### src/rtl/cursor_ctrl_pkg.sv
// ---------------------------------------------------------------------------
// cursor_ctrl_pkg
// Shared definitions for the cursor controller slice.
//   - state_e   : movement FSM states (IDLE, WAIT_FRAME, APPLY)
//   - SCREEN_W/H: visible VGA area in pixels (640x480)
//   - ARROW_W/H : arrow sprite footprint in pixels (7x10)
//   - POS_SCALE : position sub-pixel scale (positions are in 1/10 pixel)
//   - POS_W     : width of the position outputs
// ---------------------------------------------------------------------------
package cursor_ctrl_pkg;

  typedef enum logic [1:0] {
    IDLE       = 2'd0,
    WAIT_FRAME = 2'd1,
    APPLY      = 2'd2
  } state_e;

  localparam int SCREEN_W  = 640;
  localparam int SCREEN_H  = 480;
  localparam int ARROW_W   = 7;
  localparam int ARROW_H   = 10;
  localparam int POS_SCALE = 10;
  localparam int POS_W     = 14;

endpackage

### src/rtl/cursor_ctrl_frame_tick.sv
// ---------------------------------------------------------------------------
// frame_tick_det
// Produces a single clk-cycle tick at the start of vertical blanking.
// The condition (v_cnt == SCREEN_H && h_cnt == 0) is registered and its
// rising edge is taken, so the tick is one cycle long no matter how many
// clk cycles the pixel counters hold that value.
// Ports:
//   clk     : system clock
//   rst     : asynchronous active-high reset, clears the edge history
//   h_cnt_i : VGA horizontal pixel counter
//   v_cnt_i : VGA vertical line counter
//   tick_o  : one-cycle frame tick
// ---------------------------------------------------------------------------
module frame_tick_det
  import cursor_ctrl_pkg::*;
(
  input  logic       clk,
  input  logic       rst,
  input  logic [9:0] h_cnt_i,
  input  logic [9:0] v_cnt_i,
  output logic       tick_o
);

  logic cond_q;
  logic cond_prev_q;

  // Register the raw condition, then keep one cycle of history for the edge
  always_ff @(posedge clk or posedge rst) begin
    if (rst) begin
      cond_q      <= 1'b0;
      cond_prev_q <= 1'b0;
    end else begin
      cond_q      <= (v_cnt_i == 10'(SCREEN_H)) && (h_cnt_i == 10'd0);
      cond_prev_q <= cond_q;
    end
  end

  assign tick_o = cond_q & ~cond_prev_q;

endmodule

### src/rtl/cursor_ctrl.sv
// ---------------------------------------------------------------------------
// cursor_ctrl
// Moves a mouse-style cursor from four held buttons, updating the position
// at most once per video frame (at the start of vertical blanking) so the
// overlay never sees the cursor jump during active video.
// Optional build macro: CURSOR_ACCEL_EN adds a held-frame counter that
// doubles / quadruples the step after 16 / 32 consecutive moving frames.
// Ports:
//   clk, rst                  : clock, asynchronous active-high reset
//   h_cnt, v_cnt              : VGA pixel / line counters
//   btn_up/down/left/right    : debounced level buttons
//   h_position, v_position    : cursor position in 1/10-pixel units
//   pos_update                : one-cycle pulse when the position changed
//   moving                    : high while the FSM is not idle
// ---------------------------------------------------------------------------
module cursor_ctrl
  import cursor_ctrl_pkg::*;
#(
  parameter int unsigned STEP   = POS_SCALE,
  parameter int unsigned H_MAX  = (SCREEN_W - ARROW_W) * POS_SCALE,
  parameter int unsigned V_MAX  = (SCREEN_H - ARROW_H) * POS_SCALE,
  parameter int unsigned H_INIT = (SCREEN_W / 2) * POS_SCALE,
  parameter int unsigned V_INIT = (SCREEN_H / 2) * POS_SCALE
)(
  input  logic             clk,
  input  logic             rst,
  input  logic [9:0]       h_cnt,
  input  logic [9:0]       v_cnt,
  input  logic             btn_up,
  input  logic             btn_down,
  input  logic             btn_left,
  input  logic             btn_right,
  output logic [POS_W-1:0] h_position,
  output logic [POS_W-1:0] v_position,
  output logic             pos_update,
  output logic             moving
);

  localparam logic [14:0] STEP15  = 15'(STEP);
  localparam logic [14:0] H_MAX15 = 15'(H_MAX);
  localparam logic [14:0] V_MAX15 = 15'(V_MAX);

  state_e           state_q, state_d;
  logic [POS_W-1:0] h_q, h_d, v_q, v_d;
  logic             pos_update_q, pos_update_d;
  logic             frame_tick;
  logic             any_btn;
  logic [14:0]      step;
  logic [14:0]      h_ext, v_ext, h_next, v_next;

  assign any_btn = btn_up | btn_down | btn_left | btn_right;

  frame_tick_det u_frame_tick (
    .clk     (clk),
    .rst     (rst),
    .h_cnt_i (h_cnt),
    .v_cnt_i (v_cnt),
    .tick_o  (frame_tick)
  );

`ifdef CURSOR_ACCEL_EN
  logic [5:0] hold_q, hold_d;

  // Step grows with the number of frames the cursor has been moving.
  // The count seen here is the value before this APPLY's increment.
  always_comb begin
    if (hold_q < 6'd16)      step = STEP15;
    else if (hold_q < 6'd32) step = STEP15 << 1;
    else                     step = STEP15 << 2;
  end

  // Held-frame counter: saturating increment per APPLY, cleared whenever
  // the FSM falls back to IDLE (clear wins over the increment)
  always_comb begin
    hold_d = hold_q;
    if (state_q == APPLY && hold_q != 6'd63) hold_d = hold_q + 6'd1;
    if (state_d == IDLE && state_q != IDLE)  hold_d = 6'd0;
  end

  always_ff @(posedge clk or posedge rst) begin
    if (rst) hold_q <= 6'd0;
    else     hold_q <= hold_d;
  end
`else
  assign step = STEP15;
`endif

  // Candidate positions for this cycle. Opposing buttons cancel on their
  // axis; 15-bit math lets the increment overflow H_MAX/V_MAX before the
  // clamp, and the decrement clamps to 0 instead of wrapping.
  always_comb begin
    h_ext = {1'b0, h_q};
    v_ext = {1'b0, v_q};

    h_next = h_ext;
    if (btn_right && !btn_left)
      h_next = ((h_ext + step) > H_MAX15) ? H_MAX15 : (h_ext + step);
    else if (btn_left && !btn_right)
      h_next = (h_ext < step) ? 15'd0 : (h_ext - step);

    v_next = v_ext;
    if (btn_down && !btn_up)
      v_next = ((v_ext + step) > V_MAX15) ? V_MAX15 : (v_ext + step);
    else if (btn_up && !btn_down)
      v_next = (v_ext < step) ? 15'd0 : (v_ext - step);
  end

  // Movement FSM: wait for a frame tick while any button is held, then
  // spend exactly one cycle committing the move
  always_comb begin
    state_d      = state_q;
    h_d          = h_q;
    v_d          = v_q;
    pos_update_d = 1'b0;
    case (state_q)
      IDLE: begin
        if (any_btn) state_d = WAIT_FRAME;
      end
      WAIT_FRAME: begin
        if (!any_btn)        state_d = IDLE;
        else if (frame_tick) state_d = APPLY;
      end
      APPLY: begin
        h_d          = h_next[POS_W-1:0];
        v_d          = v_next[POS_W-1:0];
        pos_update_d = (h_next != h_ext) || (v_next != v_ext);
        state_d      = any_btn ? WAIT_FRAME : IDLE;
      end
      default: begin
        state_d = IDLE;
      end
    endcase
  end

  always_ff @(posedge clk or posedge rst) begin
    if (rst) begin
      state_q      <= IDLE;
      h_q          <= POS_W'(H_INIT);
      v_q          <= POS_W'(V_INIT);
      pos_update_q <= 1'b0;
    end else begin
      state_q      <= state_d;
      h_q          <= h_d;
      v_q          <= v_d;
      pos_update_q <= pos_update_d;
    end
  end

  assign h_position = h_q;
  assign v_position = v_q;
  assign pos_update = pos_update_q;
  assign moving     = (state_q != IDLE);

endmodule

### config.mk
export PLATFORM = sky130hd
export DESIGN_NAME = cursor_ctrl
export DESIGN_NICKNAME = d
export VERILOG_FILES = /design/src/rtl/cursor_ctrl_pkg.sv /design/src/rtl/cursor_ctrl_frame_tick.sv /design/src/rtl/cursor_ctrl.sv
export SDC_FILE = /design/constraint.sdc
export NUM_CORES = 1
export LEC_CHECK = 0
export ABC_AREA = 1
export CAP_MARGIN = 25
export CORE_UTILIZATION = 56
export DETAILED_ROUTE_END_ITERATION = 7
export HOLD_SLACK_MARGIN = 0.1
export PLACE_DENSITY = 0.86
export SYNTH_ARGS = -nofsm -noshare
export SYNTH_HDL_FRONTEND = slang
export SYNTH_HIERARCHICAL = 1
export SYNTH_SLANG_ARGS = --single-unit
export TNS_END_PERCENT = 20
### constraint.sdc
create_clock -name clk -period 2.5 [get_ports clk]
set_clock_uncertainty 0.1 [all_clocks]
set_input_delay 0.75 -clock clk [delete_from_list [all_inputs] [get_ports clk]]
set_output_delay 0.75 -clock clk [all_outputs]
set_load 0.01 [all_outputs]
==> impl_metrics.toml <==
[timing]
slew_viol_final = 0
fin_setup_tns_ns = -0.1291
worst_slew_pin_slew_ns = 0.4565
fin_crit_sh_pct = 105.2
rsz0062_at_grt = "yes"
fmaxAchievable_mhz = 380.4
setup_ws_ns = -0.1291
hold_violations = 0
max_slew_margin_pct = 69.57
min_period_ns = 2.629
setup_violations = 1
hold_ws_ns = 0.2875

[routing]
post_drt_wl_per_cell_um = 16.93
drcViolationCount = 2
drt_first_pass_iters = 8
vias = 5360
wl_um = 15240
drt_iter0_drc = 545
vias_per_cell = 5.956
final_antenna_net_count = 0

[synth]
synth.cell_area_um2 = 3825
avgSynthCellArea_um2 = 5.692
synth-compound-area-share_pct = 10.96
synth_edf_count = 0
async_flop_share_pct = 100.0
syn_nets = 702
synth_xor_area_share_pct = 1.832
synth_flop_cell = "dfrtp_1"
synth_top_area_share_pct = 21.79
synthMuxAreaShare_pct = 0
synthAdderAreaFrac_pct = 1.308
synthDistinctLibCells = 38
yosys_warnings = 6
synth_top_family_by_area = "simple AND/OR/NAND/NOR gates"
syn_inst = 672
synth_seq_cells = 33
yosysSeqAreaShare_pct = 21.82
synth_top_cell_by_area = "nand2_1"
yosys.area_share.simple_pct = 51.72
netlist_top_cells_area = "nand2_1 22%, dfrtp_1 17%, nand3_1 9.7%"

[global_route]
grt_pass1_wl_um = 22230
grt_pass1_vias = 4833
grt_overflow = 0
grt_start_max_net_pins = 32
antenna_found_initial = 0
grt_use_total_pct = 39.30

[finish]
n_antenna_cell = 0
nets = 852
syn_to_final_growth_pct = 47.24
drive_gt1_share_pct = 30.98
utilization_pct = 87.19
final_cell_area_um2 = 5632

[die]
fp.dieH_um = 84.65
rows = 29
chipWidth_um = 84.65
ios = 56
initial_utilization_pct = 59.22
design.core.area_um2 = 6459
die_area_um2 = 7165

[clock_network]
cts_tree = "built"
clock_latency_ns = 0.30
numCtsBuffers = 5
h-tree-depth = 2
cts_buffer_depth = 2
clk_pin_slew_ns = 0.08
cts_root_buf = "clkbuf_8"
clock-sinks = 33

[pwr]
powerDensity_nw_per_um2 = 387.6
p_comb_share_pct = 45.8
p_sw_uw = 852.3
clkPwrFrac_pct = 25.7
seqPwrFrac_pct = 28.4
intPower_uw = 1330
leakagePower_uw = 0.002862
peakVddDrop_mv = 0.3396
swShare_pct = 39.05
power_uw = 2183

[setup_path]
cp_max_fo = 4
worstPathArrival_ns = 2.72
critical_path_class = "reg -> reg"
cp-end-kind = "register"
crit_required_ns = 2.59
cp-start-kind = "register"

[placed_design]
globalplace.congestion = 0.9852
port_buffers = 55
place_area_um2 = 4991
dp_hpwl_um = 10240

[flow_run]
cap_viol_max_count = 0

[run_status]
status = "complete, but fails checks"
violations = "design-rule violations, negative setup slack"

[hold_path]
worst_hold_path_type = "reg -> reg"
[through the flow]
stage               std cells  setup slack (ns)
global placement          863           -0.5453
finish                    900           -0.1291
floorplan                 672            0.1829
global route              900           -0.2474
CTS                       883          -0.01086
detailed placement        863           -0.6159
[placed cells by master (no fill, tap or decap), drive strengths merged, types with 2 or more instances in the layout]
| master | count |
|---|---|
| buf | 114 |
| a31oi | 2 |
| nand2 | 237 |
| o211ai | 2 |
| dfrtp | 26 |
| nor2 | 99 |
| or2 | 3 |
| nor3 | 6 |
| a21oi | 13 |
| ha | 4 |
| nand4 | 22 |
| clkbuf | 8 |
| o21ai | 55 |
| dfstp | 7 |
| xor2 | 8 |
| clkdlybuf4s50 | 49 |
| nand3 | 77 |
| dlygate4sd2 | 4 |
| inv | 76 |
[final timing paths]
check,start,to,slack (ns),cells past startpoint
setup / recovery,v_position[2]$_DFFE_PP0N_,pos_update$_DFF_PP0_,-0.13,16
hold / removal,u_frame_tick/cond_q$_DFF_PP0_,u_frame_tick/cond_prev_q$_DFF_PP0_,0.29,0
setup reg to reg,v_position[2]$_DFFE_PP0N_,pos_update$_DFF_PP0_,-0.13,16
hold reg to reg,u_frame_tick/cond_q$_DFF_PP0_,u_frame_tick/cond_prev_q$_DFF_PP0_,0.29,0
max in group asynchronous,rst,v_position[11]$_DFFE_PP1N_,1.14,3
min in group asynchronous,rst,u_frame_tick/cond_q$_DFF_PP0_,0.54,2
[Yosys cell counts (10+ instances only)]
master and number:
inv_1 65, nand2_1 222, nand4_1 22, nand2_2 10, inv_2 11, nand3_1 74, a21oi_1 13, buf_4 11
nor2_1 84, o21ai_0 47, dfrtp_1 26
[registers in the layout (all words and copies together) (netlist names)]
register / cells
h_position: 14
pos_update: 1
state_q: 2
u_frame_tick/cond_prev_q: 1
u_frame_tick/cond_q: 1
v_position: 14
[cells by family after synthesis]
kind of cell	count (synthesis)
AO/OA/AOI/OAI	78
XOR/XNOR	8
adder cells (fa/ha/maj)	4
buffers and inverters	105
flip-flops	33
AND/OR/NAND/NOR	444
[power by group through the flow]
stage                     clock, uW  sequential (uW)  combinational, uW
after global routing            574              623               1080
after global placement            0              623                808
final                           561              621               1000
after floorplan                   0              616                485
after CTS                       560              615                871
after detailed placement          0              624                829
[final cells by class]
class / instances / area (um2)
Clock buffer: 7 / 86.33
Sequential cell: 33 / 843.3
Fill cell: 373 / 827.0
Tap cell: 77 / 96.34
Inverter: 77 / 291.5
Clock inverter: 1 / 30.03
Multi-Input combinational cell: 536 / 2815
Timing Repair Buffer: 169 / 1469
[timing repair]
action / in CTS / in global routing
setup buffers: 11 / 16
endpoints found under the setup margin: 2 / 1
gates cloned: 1 / 1
pin swaps: 20 / 36
hold buffers: 0 / 0
gates resized for setup: 38 / 70
[critical path, cell delays in order (launching register included)]
cell,delay [ns]
dfrtp_2,0.41
inv_1,0.08
ha_1,0.22
o21ai_2,0.23
inv_1,0.10
nand2_1,0.14
o21ai_0,0.14
o21ai_0,0.12
o21ai_0,0.13
a21oi_1,0.21
nand3_1,0.12
nand2_1,0.08
nand3_1,0.11
nor2_2,0.10
nand3_1,0.07
nor2_1,0.11
nor2_1,0.05
[per-layer routing]
layer	global-route usage, %	share of wire [%]
met1	45.87	36
met2	69.55	48
met3	4.916	9.5
met4	22.19	6.4
met5	0	0
Note: power is estimated with default switching activity, not from simulation.
